==> config.mk <==
export PLATFORM = sky130hd
export DESIGN_NAME = main_control_fsm
export DESIGN_NICKNAME = d
export VERILOG_FILES = /design/src/rtl/main_control_pkg.sv /design/src/rtl/main_control_outdec.sv /design/src/rtl/main_control_fsm.sv
export SDC_FILE = /design/constraint.sdc
export NUM_CORES = 1
export LEC_CHECK = 0
export CORE_MARGIN = 2
export CORE_UTILIZATION = 42
export CTS_CLUSTER_DIAMETER = 150
export DETAILED_ROUTE_END_ITERATION = 16
export PLACE_DENSITY = 0.85
export SKIP_CTS_REPAIR_TIMING = 1
export SLEW_MARGIN = 20
export SYNTH_ARGS = -nofsm -noshare
export SYNTH_HDL_FRONTEND = slang
export SYNTH_HIERARCHICAL = 1
export SYNTH_SLANG_ARGS = --single-unit
==> constraint.sdc <==
create_clock -name clk -period 2.8 [get_ports clk]
set_clock_uncertainty 0.05 [all_clocks]
set_input_delay 0.7 -clock clk [delete_from_list [all_inputs] [get_ports clk]]
set_output_delay 0.7 -clock clk [all_outputs]
set_load 0.05 [all_outputs]
==> src/rtl/main_control_pkg.sv <==
// rtl/main_control_pkg.sv - shared encodings for the multicycle main control FSM
// State codes, opcodes and ALUSrcB/ALUOp/PCSrc select codes (ALUOp also used by ALU_Decoder).
package main_control_pkg;

  typedef enum logic [3:0] {
    S_FETCH   = 4'd0,
    S_DECODE  = 4'd1,
    S_MEMADR  = 4'd2,
    S_MEMRD   = 4'd3,
    S_MEMWB   = 4'd4,
    S_MEMWR   = 4'd5,
    S_EXECUTE = 4'd6,
    S_ALUWB   = 4'd7,
    S_ADDIEX  = 4'd8,
    S_ADDIWB  = 4'd9,
    S_BRANCH  = 4'd10,
    S_JUMP    = 4'd11
  } state_e;

  localparam logic [5:0] OP_R    = 6'b000000;
  localparam logic [5:0] OP_LW   = 6'b100011;
  localparam logic [5:0] OP_SW   = 6'b101011;
  localparam logic [5:0] OP_BEQ  = 6'b000100;
  localparam logic [5:0] OP_ADDI = 6'b001000;
  localparam logic [5:0] OP_J    = 6'b000010;
  localparam logic [5:0] OP_BNE  = 6'b000101;

  localparam logic [1:0] ALUSRCB_REG   = 2'b00;
  localparam logic [1:0] ALUSRCB_FOUR  = 2'b01;
  localparam logic [1:0] ALUSRCB_IMM   = 2'b10;
  localparam logic [1:0] ALUSRCB_IMMSH = 2'b11;

  localparam logic [1:0] ALUOP_ADD   = 2'b00;
  localparam logic [1:0] ALUOP_SUB   = 2'b01;
  localparam logic [1:0] ALUOP_FUNCT = 2'b10;

  localparam logic [1:0] PCSRC_ALU    = 2'b00;
  localparam logic [1:0] PCSRC_ALUOUT = 2'b01;
  localparam logic [1:0] PCSRC_JUMP   = 2'b10;

endpackage

==> src/rtl/main_control_outdec.sv <==
// rtl/main_control_outdec.sv - combinational state-to-control decode
// Unknown state codes decode to all controls inactive.
module main_control_outdec
  import main_control_pkg::*;
#(
  parameter int STATE_W = 4
) (
  input  logic [STATE_W-1:0] state_i,
  output logic               iord_o,
  output logic               mem_write_o,
  output logic               ir_write_o,
  output logic               reg_dst_o,
  output logic               memto_reg_o,
  output logic               reg_write_o,
  output logic               alu_src_a_o,
  output logic [1:0]         alu_src_b_o,
  output logic [1:0]         alu_op_o,
  output logic [1:0]         pc_src_o,
  output logic               pc_write_o,
  output logic               branch_o
);

  always_comb begin
    iord_o      = 1'b0;
    mem_write_o = 1'b0;
    ir_write_o  = 1'b0;
    reg_dst_o   = 1'b0;
    memto_reg_o = 1'b0;
    reg_write_o = 1'b0;
    alu_src_a_o = 1'b0;
    alu_src_b_o = ALUSRCB_REG;
    alu_op_o    = ALUOP_ADD;
    pc_src_o    = PCSRC_ALU;
    pc_write_o  = 1'b0;
    branch_o    = 1'b0;
    case (state_i)
      STATE_W'(S_FETCH): begin
        ir_write_o  = 1'b1;
        pc_write_o  = 1'b1;
        alu_src_b_o = ALUSRCB_FOUR;
      end
      STATE_W'(S_DECODE): alu_src_b_o = ALUSRCB_IMMSH;
      STATE_W'(S_MEMADR), STATE_W'(S_ADDIEX): begin
        alu_src_a_o = 1'b1;
        alu_src_b_o = ALUSRCB_IMM;
      end
      STATE_W'(S_MEMRD): iord_o = 1'b1;
      STATE_W'(S_MEMWB): begin
        reg_write_o = 1'b1;
        memto_reg_o = 1'b1;
      end
      STATE_W'(S_MEMWR): begin
        iord_o      = 1'b1;
        mem_write_o = 1'b1;
      end
      STATE_W'(S_EXECUTE): begin
        alu_src_a_o = 1'b1;
        alu_op_o    = ALUOP_FUNCT;
      end
      STATE_W'(S_ALUWB): begin
        reg_write_o = 1'b1;
        reg_dst_o   = 1'b1;
      end
      STATE_W'(S_ADDIWB): reg_write_o = 1'b1;
      STATE_W'(S_BRANCH): begin
        alu_src_a_o = 1'b1;
        alu_op_o    = ALUOP_SUB;
        pc_src_o    = PCSRC_ALUOUT;
        branch_o    = 1'b1;
      end
      STATE_W'(S_JUMP): begin
        pc_write_o = 1'b1;
        pc_src_o   = PCSRC_JUMP;
      end
      default: ;
    endcase
  end

endmodule

==> src/rtl/main_control_fsm.sv <==
// rtl/main_control_fsm.sv - multicycle MIPS main control FSM (state, next-state, PCEn)
// Optional bne support is enabled by defining MAIN_CONTROL_BNE_EN.
module main_control_fsm
  import main_control_pkg::*;
#(
  parameter int STATE_W = 4
) (
  input  logic       clk,
  input  logic       reset,
  input  logic [5:0] Op,
  input  logic       Zero,
  output logic       IorD,
  output logic       MemWrite,
  output logic       IRWrite,
  output logic       RegDst,
  output logic       MemtoReg,
  output logic       RegWrite,
  output logic       ALUSrcA,
  output logic [1:0] ALUSrcB,
  output logic [1:0] ALUOp,
  output logic [1:0] PCSrc,
  output logic       PCEn,
  output logic       IllegalOp
);

  logic [STATE_W-1:0] state_q, state_d, dec_state;
  logic               illegal_dec;
  logic               dec_ir_write, dec_mem_write, dec_reg_write, dec_pc_write, dec_branch;
  logic               branch_cond;

`ifdef MAIN_CONTROL_BNE_EN
  logic bne_q, bne_d;
`endif

  always_ff @(posedge clk) begin
    if (reset) begin
      state_q <= STATE_W'(S_FETCH);
`ifdef MAIN_CONTROL_BNE_EN
      bne_q   <= 1'b0;
`endif
    end else begin
      state_q <= state_d;
`ifdef MAIN_CONTROL_BNE_EN
      bne_q   <= bne_d;
`endif
    end
  end

  // Op is only looked at in DECODE and MEMADR; the branch flavour is latched in DECODE.
  always_comb begin
    state_d     = STATE_W'(S_FETCH);
    illegal_dec = 1'b0;
`ifdef MAIN_CONTROL_BNE_EN
    bne_d       = bne_q;
`endif
    case (state_q)
      STATE_W'(S_FETCH):  state_d = STATE_W'(S_DECODE);
      STATE_W'(S_DECODE): begin
        case (Op)
          OP_LW, OP_SW: state_d = STATE_W'(S_MEMADR);
          OP_R:         state_d = STATE_W'(S_EXECUTE);
          OP_ADDI:      state_d = STATE_W'(S_ADDIEX);
          OP_J:         state_d = STATE_W'(S_JUMP);
          OP_BEQ: begin
            state_d = STATE_W'(S_BRANCH);
`ifdef MAIN_CONTROL_BNE_EN
            bne_d   = 1'b0;
`endif
          end
`ifdef MAIN_CONTROL_BNE_EN
          OP_BNE: begin
            state_d = STATE_W'(S_BRANCH);
            bne_d   = 1'b1;
          end
`endif
          default:      illegal_dec = 1'b1;
        endcase
      end
      STATE_W'(S_MEMADR):  state_d = (Op == OP_SW) ? STATE_W'(S_MEMWR) : STATE_W'(S_MEMRD);
      STATE_W'(S_MEMRD):   state_d = STATE_W'(S_MEMWB);
      STATE_W'(S_EXECUTE): state_d = STATE_W'(S_ALUWB);
      STATE_W'(S_ADDIEX):  state_d = STATE_W'(S_ADDIWB);
      default:             state_d = STATE_W'(S_FETCH);
    endcase
  end

  // While reset is high the outputs show FETCH selects with every enable held low.
  assign dec_state = reset ? STATE_W'(S_FETCH) : state_q;

  main_control_outdec #(.STATE_W(STATE_W)) u_outdec (
    .state_i     (dec_state),
    .iord_o      (IorD),
    .mem_write_o (dec_mem_write),
    .ir_write_o  (dec_ir_write),
    .reg_dst_o   (RegDst),
    .memto_reg_o (MemtoReg),
    .reg_write_o (dec_reg_write),
    .alu_src_a_o (ALUSrcA),
    .alu_src_b_o (ALUSrcB),
    .alu_op_o    (ALUOp),
    .pc_src_o    (PCSrc),
    .pc_write_o  (dec_pc_write),
    .branch_o    (dec_branch)
  );

  always_comb begin
`ifdef MAIN_CONTROL_BNE_EN
    branch_cond = bne_q ? ~Zero : Zero;
`else
    branch_cond = Zero;
`endif
    IRWrite   = dec_ir_write & ~reset;
    MemWrite  = dec_mem_write & ~reset;
    RegWrite  = dec_reg_write & ~reset;
    PCEn      = ~reset & (dec_pc_write | (dec_branch & branch_cond));
    IllegalOp = ~reset & illegal_dec;
  end

endmodule

[Yosys cells after proc, flatten, opt, wreduce, memory -nomap -nowiden]
Index checks and enable logic that the tools add are counted.
Operators by class
  equal/unequal tests: 21
  muxes and demuxes: 18
  bitwise gates (word level): 8
  reduce and logical (&&, ||, !) cells: 10
Operators by type and width (number)
  one-hot mux 4 bit (6 select lines): 1
  equality test 4 x 3 -> 1 bit (second input constant): 5
  equality test 4 bit (second input constant): 5
  one-hot mux 4 bit (5 select lines): 1
  equality test 4 x 2 -> 1 bit (second input constant): 4
  equality test 6 bit (second input constant): 2
  two-way mux 1 bit: 11
  equality test 4 x 1 -> 1 bit (second input constant): 2
  zero test 4 bit: 2
  one-hot mux 2 bit (2 select lines): 2
  OR reduction 2 bit: 4
  AND 1 bit: 6
  equality test 6 x 2 -> 1 bit (second input constant): 1
  equality test 6 x 3 -> 1 bit (second input constant): 1
  equality test 6 x 4 -> 1 bit (second input constant): 1
  zero test 6 bit: 1
  one-hot mux 2 bit (3 select lines): 1
  OR reduction 6 bit: 1
  two-way mux 4 bit: 1
  OR reduction 4 bit: 1
  two-way mux 3 bit: 1
  OR reduction 3 bit: 1
  NOT 1 bit: 1
  OR 1 bit: 1
Word-level totals
  flip-flop bits (word level): 4
  input bits: 9
  logic and storage cells: 58

[Logic depth before layout (Yosys ltp)]
Gate-level depths: netlist of run 1.
  depth after elaboration: 6
  depth in mapped cells: 7
  mapped depth without buffers: 5

[Cells and area by module]
The synthesis of run 1 kept the hierarchy.
Modules (own cells, without submodules)
  main_control_fsm: times used 1, cells each 45, area each 380.4 µm²
  main_control_outdec: times used 1, cells each 32, area each 210.2 µm²

[Least setup slack after synthesis of run 1]
No wires, ideal clock.
  kind: input -> output
  start: input port reset
  end: output port IorD
  arrival time: 2.435 ns
  required time: 2.050 ns
  path slack: -0.385 ns
  stages: 5
  path buffers: 2
  cells stage by stage: buf_6 nor2b_1 buf_2 xnor2_1 nor3b_1
On the way
  word-level cells in the longest chain between the ends: 4
  elaborated cells between the ends (all ways): 5
Ends and longest elaborated chain
  from (decl): line main_control_fsm.sv:9  | input logic reset,
  two-way mux 4 bit *: line main_control_fsm.sv:88  | assign dec_state = reset ? STATE_W'(S_FETCH) : state_q;
  via dec_state[1]: line main_control_fsm.sv:26  | logic [STATE_W-1:0] state_q, state_d, dec_state;
  equality test 4 x 2 -> 1 bit or equality test 4 x 3 -> 1 bit (tied branches): line main_control_outdec.sv:36  | case (state_i)
  OR reduction 2 bit (no line) *
  two-way mux 1 bit *: line main_control_outdec.sv:36
  to (decl): line main_control_fsm.sv:12  | output logic IorD,
The timed path passes the listed nets; every way through them passes the cells marked *.

[Final worst setup path of run 1]
  start: input port Op[5]
  end: output port IllegalOp
On the way
  word-level cells in the longest chain between the ends: 5
  elaborated cells between the ends (all ways): 10
Ends and longest elaborated chain
  from (decl): line main_control_fsm.sv:10  | input logic [5:0] Op,
  equality test 6 bit, or another cell as far along: line main_control_fsm.sv:59  | case (Op)
  OR reduction 6 bit (no line) *
  two-way mux 1 bit *: line main_control_fsm.sv:59
  two-way mux 1 bit *: line main_control_fsm.sv:56  | case (state_q)
  AND 1 bit *: line main_control_fsm.sv:116  | IllegalOp = ~reset & illegal_dec;
  to (decl): line main_control_fsm.sv:23  | output logic IllegalOp
Mark *: on every way between the ends. The rest lies on a longest branch, timed or not.

==> out/summary.md, run 1 <==
Once detail routing completed, the nets flagged for antenna violations numbered 0. The run gives 18.88% as the met1 layer usage reported by global route. For the pin with the worst max-slew slack, the measured transition is 0.2876 ns. state_q holds more flip-flops than any other register.

Initial core utilization: 45.38%. By area the synthesized netlist is led by dfxtp_1, nor2b_1, nand2b_1. The routed layout has 689 vias. At the end of the flow, the number of nets in the layout was 126. The run gives 0.2016 mV as the worst IR drop on VDD.

From bottom edge to top edge, the die measures 41.50 µm. The number of hold-slack violations in the final timing report is 0, and the total standard cell area after synthesis is 590.6 µm². The run gives 366.7 MHz as the maximum frequency from static timing analysis.

The multiplexer share of the synthesized area is 0%, and the final setup slack of the worst path is 0.07318 ns. TritonCTS built the clock tree. The analysis attributes to cell leakage a power of 0.4675 nW. The logs give 13.56% for the part of the Yosys area used for sequential elements and 0.001722 mm² for the full die area. For this run, the share of the core covered by cells in the final layout is 85.48%. For the total of fill cells in the finished design, the log shows 73. The number of instances in the synthesized netlist came out at 77. Summing the areas of all xor and xnor instances in the mapped netlist gives 4.449% of the synthesized area. The detailed placement HPWL was 1377 µm.

The kind of capture point of the worst setup path is an output port. The largest registers in the layout are state_q x4. In the routed design, unresolved DRC markers number 0. Before CTS, the worst setup slack after placement is -0.3544 ns.

The run finished with clean final reports. Counting every sink on the clock net gives 4. The congestion estimate from routability-driven global placement came to 0.7920. The design draws 0.2299 mW. Buffers placed on the I/O ports in this run total 23.

The fraction of final layout cells sized beyond drive strength 1 came out at 48.70%. Data on the critical path is required at its endpoint by 2.05 ns. Summed over all layers, the routed wires come to 1573 µm. Counting tap cells, the placed design contains a total of 127 instances. For the final max-slew violation count, the log shows 0.

The global routing stage identified its most utilized layer as met2. The number of global-route vias before repair was 706; the final routed wire length divided by cell count was 12.10 µm. Share of the clock period used by the worst path after layout: 97.39%.

The adder-cell share of the synthesized area is 0%, and the synthesis-to-finish area growth is 88.35%. The number of nets produced by synthesis came out at 86. The async set or reset register ratio after synthesis is 0%, and the global-route usage over all layers is 20.52%. The initial antenna violation count was 0. The final sum of negative setup slack is 0 ns, and the total global routing overflow is 0.

The tools report the number of I/O pins as 24. Minimum clock period: 2.727 ns. The ratio of total power to cell area was 206.7 mW/mm². The critical path goes through clkdlybuf4s50_1, and3_4, a22o_1, nor3b_4, buf_12. Across the run, the number of max-cap violations was 0. The first-pass GRT wire length was 2849 µm. The clock latency on the worst-skew pair was 0.23 ns; the clock-pin slew on the worst setup and hold paths was 0.03 ns. The first-pass detailed-route iteration total is 2. Measured against its own limit, the worst slew margin works out to 80.68%. The tools report the maximum count of clock buffers along a single path as 2. After synthesis, the mean cell area works out to 7.670 µm². Slowest stage cell on the critical path: clkdlybuf4s50_1. The pin count of the biggest net entering global routing was 10; the detailed-route vias per instance was 5.300.

For the total number of placement rows, the log shows 13. For the area inside the core boundary, the log shows 0.001301 mm². Startpoint type of the worst setup path: an input pin.

The critical path in this run is classified as in2out. The basic-gate share of the synthesized area counting and, or, nand and nor cells works out to 50.85%. The complex-gate fraction of the synthesized area is 20.34%, and the instance area at placement is 0.001076 mm². Setup violations remaining at the end of the flow were counted as 0. Met2 usage: 43.44%. Setup repair after global routing left no endpoint under its margin. Final instance area: 0.001112 mm². The number of antenna diodes in the final layout is 0. STA puts the critical path data arrival time at 1.98 ns. Yosys mapped a number of flops with a built-in enable equal to 0. The share of synthesized area in the top cell type comes to 13.56%. From left edge to right edge, the die measures 41.50 µm. After synthesis, the largest family of logic cells by area is simple AND/OR/NAND/NOR gates.

The tools report the H-tree depth as 1. The number of different library cells used by synthesis comes to 40. On the final layout, the worst hold slack is 0.5253 ns. Worst hold-check path type: reg2reg. The logs give 2 for the number of DRC markers after the initial detailed-route iteration and 130 for the final non-filler cell total. In the synthesized netlist the dominant register cell turns out to be dfxtp_1. CTS buffer count: 3.

Summed over all instances, the cell type with the most area after synthesis is dfxtp_1. The run gives 6 as the total number of yosys warnings. The number of synthesized register bits is 4. The register with the most flip-flops in the layout has 4 of them. In this design, the stage delay of the slowest critical-path cell is 0.42 ns. For this run, global-route usage on met3 was measured as 2.609%. The largest fanout of any net on the critical path is 4.

CTS placed an instance of clkbuf_4 at the clock tree root.
## layout by cell type (no fill, tap or decap), types with 2 or more instances in the layout
master | synthesis | routed
a21oi_1 | 4 | 3
dfxtp_1 | 4 | 4
xor2_1 | 2 | 2
nand2_1 | 4 | 4
nor2b_1 | 9 | 5
o21ai_0 | 2 | 2
nor2b_2 | 0 | 4
buf_12 | 0 | 13
nor2_1 | 6 | 5
buf_4 | 2 | 21
inv_1 | 3 | 3
nor3_1 | 4 | 3
dlymetal6s2s_1 | 0 | 3
nand2b_1 | 4 | 4
clkbuf_4 | 0 | 3
clkdlybuf4s50_1 | 0 | 4
nor2_2 | 1 | 2
## cell usage after synthesis, types with 2 or more instances
cell / instances
a21oi_1: 4
buf_2: 3
buf_4: 2
buf_6: 2
dfxtp_1: 4
inv_1: 3
nand2_1: 4
nand2b_1: 4
nor2_1: 6
nor2b_1: 9
nor3_1: 4
nor3b_1: 2
o21ai_0: 2
xor2_1: 2
## layout make-up
class	instances	area (µm²)	area share (%)
clock buffer	3	22.52	2.025
tap	15	18.77	1.687
multi-input combinational	63	479.2	43.08
timing repair buffer	42	500.5	44.99
inverter	3	11.26	1.012
sequential	4	80.08	7.199
## critical path: cells and delay by family
| kind | cells | cell delay (ns) |
|---|---|---|
| buf+inv | 2 | 0.58 |
| simple gates | 2 | 0.43 |
| compound gates | 1 | 0.26 |
## final timing paths
kind	start	endpoint	slack, ns	cells past startpoint
min	state_q[3]$_SDFF_PP0_	state_q[3]$_SDFF_PP0_	0.53	2
max reg2reg	state_q[2]$_SDFF_PP0_	state_q[1]$_SDFF_PP0_	1.57	4
min reg2reg	state_q[3]$_SDFF_PP0_	state_q[3]$_SDFF_PP0_	0.53	2
max	Op[5]	IllegalOp	0.07	5
## where the power goes
part | switching, mW | internal, mW
combinational | 0.0490 | 0.0494
clock | 0.0214 | 0.0478
sequential | 0.00316 | 0.0591
## per-layer routing
metal	share of wire (%)	vias to the layer above	wire length [µm]
met5	0	-	0
met4	0	0	0
li1	-	352	-
met3	2.0	0	32
met2	60	12	947
met1	38	325	594
## cells by family (layout without fill, tap and decap cells)
| logic type | after synthesis | count (layout) |
|---|---|---|
| buffers and inverters | 10 | 48 |
| DFF | 4 | 4 |
| AOI/OAI and AO/OA | 16 | 16 |
| and+or+nand+nor | 44 | 44 |
| xor gates and xnor gates | 3 | 3 |
(Power assumes the default switching activity.)
==> run 2: changes to the inputs <==
--- a/config.mk
+++ b/config.mk
@@ -5,9 +5,11 @@
 export SDC_FILE = /design/constraint.sdc
 export NUM_CORES = 1
 export LEC_CHECK = 0
+export ABC_CLOCK_PERIOD_IN_PS = 2800
 export CORE_MARGIN = 2
 export CORE_UTILIZATION = 42
 export CTS_CLUSTER_DIAMETER = 150
+export CTS_CLUSTER_SIZE = 8
 export DETAILED_ROUTE_END_ITERATION = 16
 export PLACE_DENSITY = 0.85
 export SKIP_CTS_REPAIR_TIMING = 1
==> results of run 2 <==
Final layout, timing and power as in run 1 (identical DEF).
==> run 3: changes to the inputs <==
--- a/config.mk
+++ b/config.mk
@@ -8,7 +8,7 @@
 export ABC_CLOCK_PERIOD_IN_PS = 2800
 export CORE_MARGIN = 2
 export CORE_UTILIZATION = 42
-export CTS_CLUSTER_DIAMETER = 150
+export CTS_CLUSTER_DIAMETER = 50
 export CTS_CLUSTER_SIZE = 8
 export DETAILED_ROUTE_END_ITERATION = 16
 export PLACE_DENSITY = 0.85
==> results of run 3 <==
Final layout, timing and power as in run 1 (identical DEF).
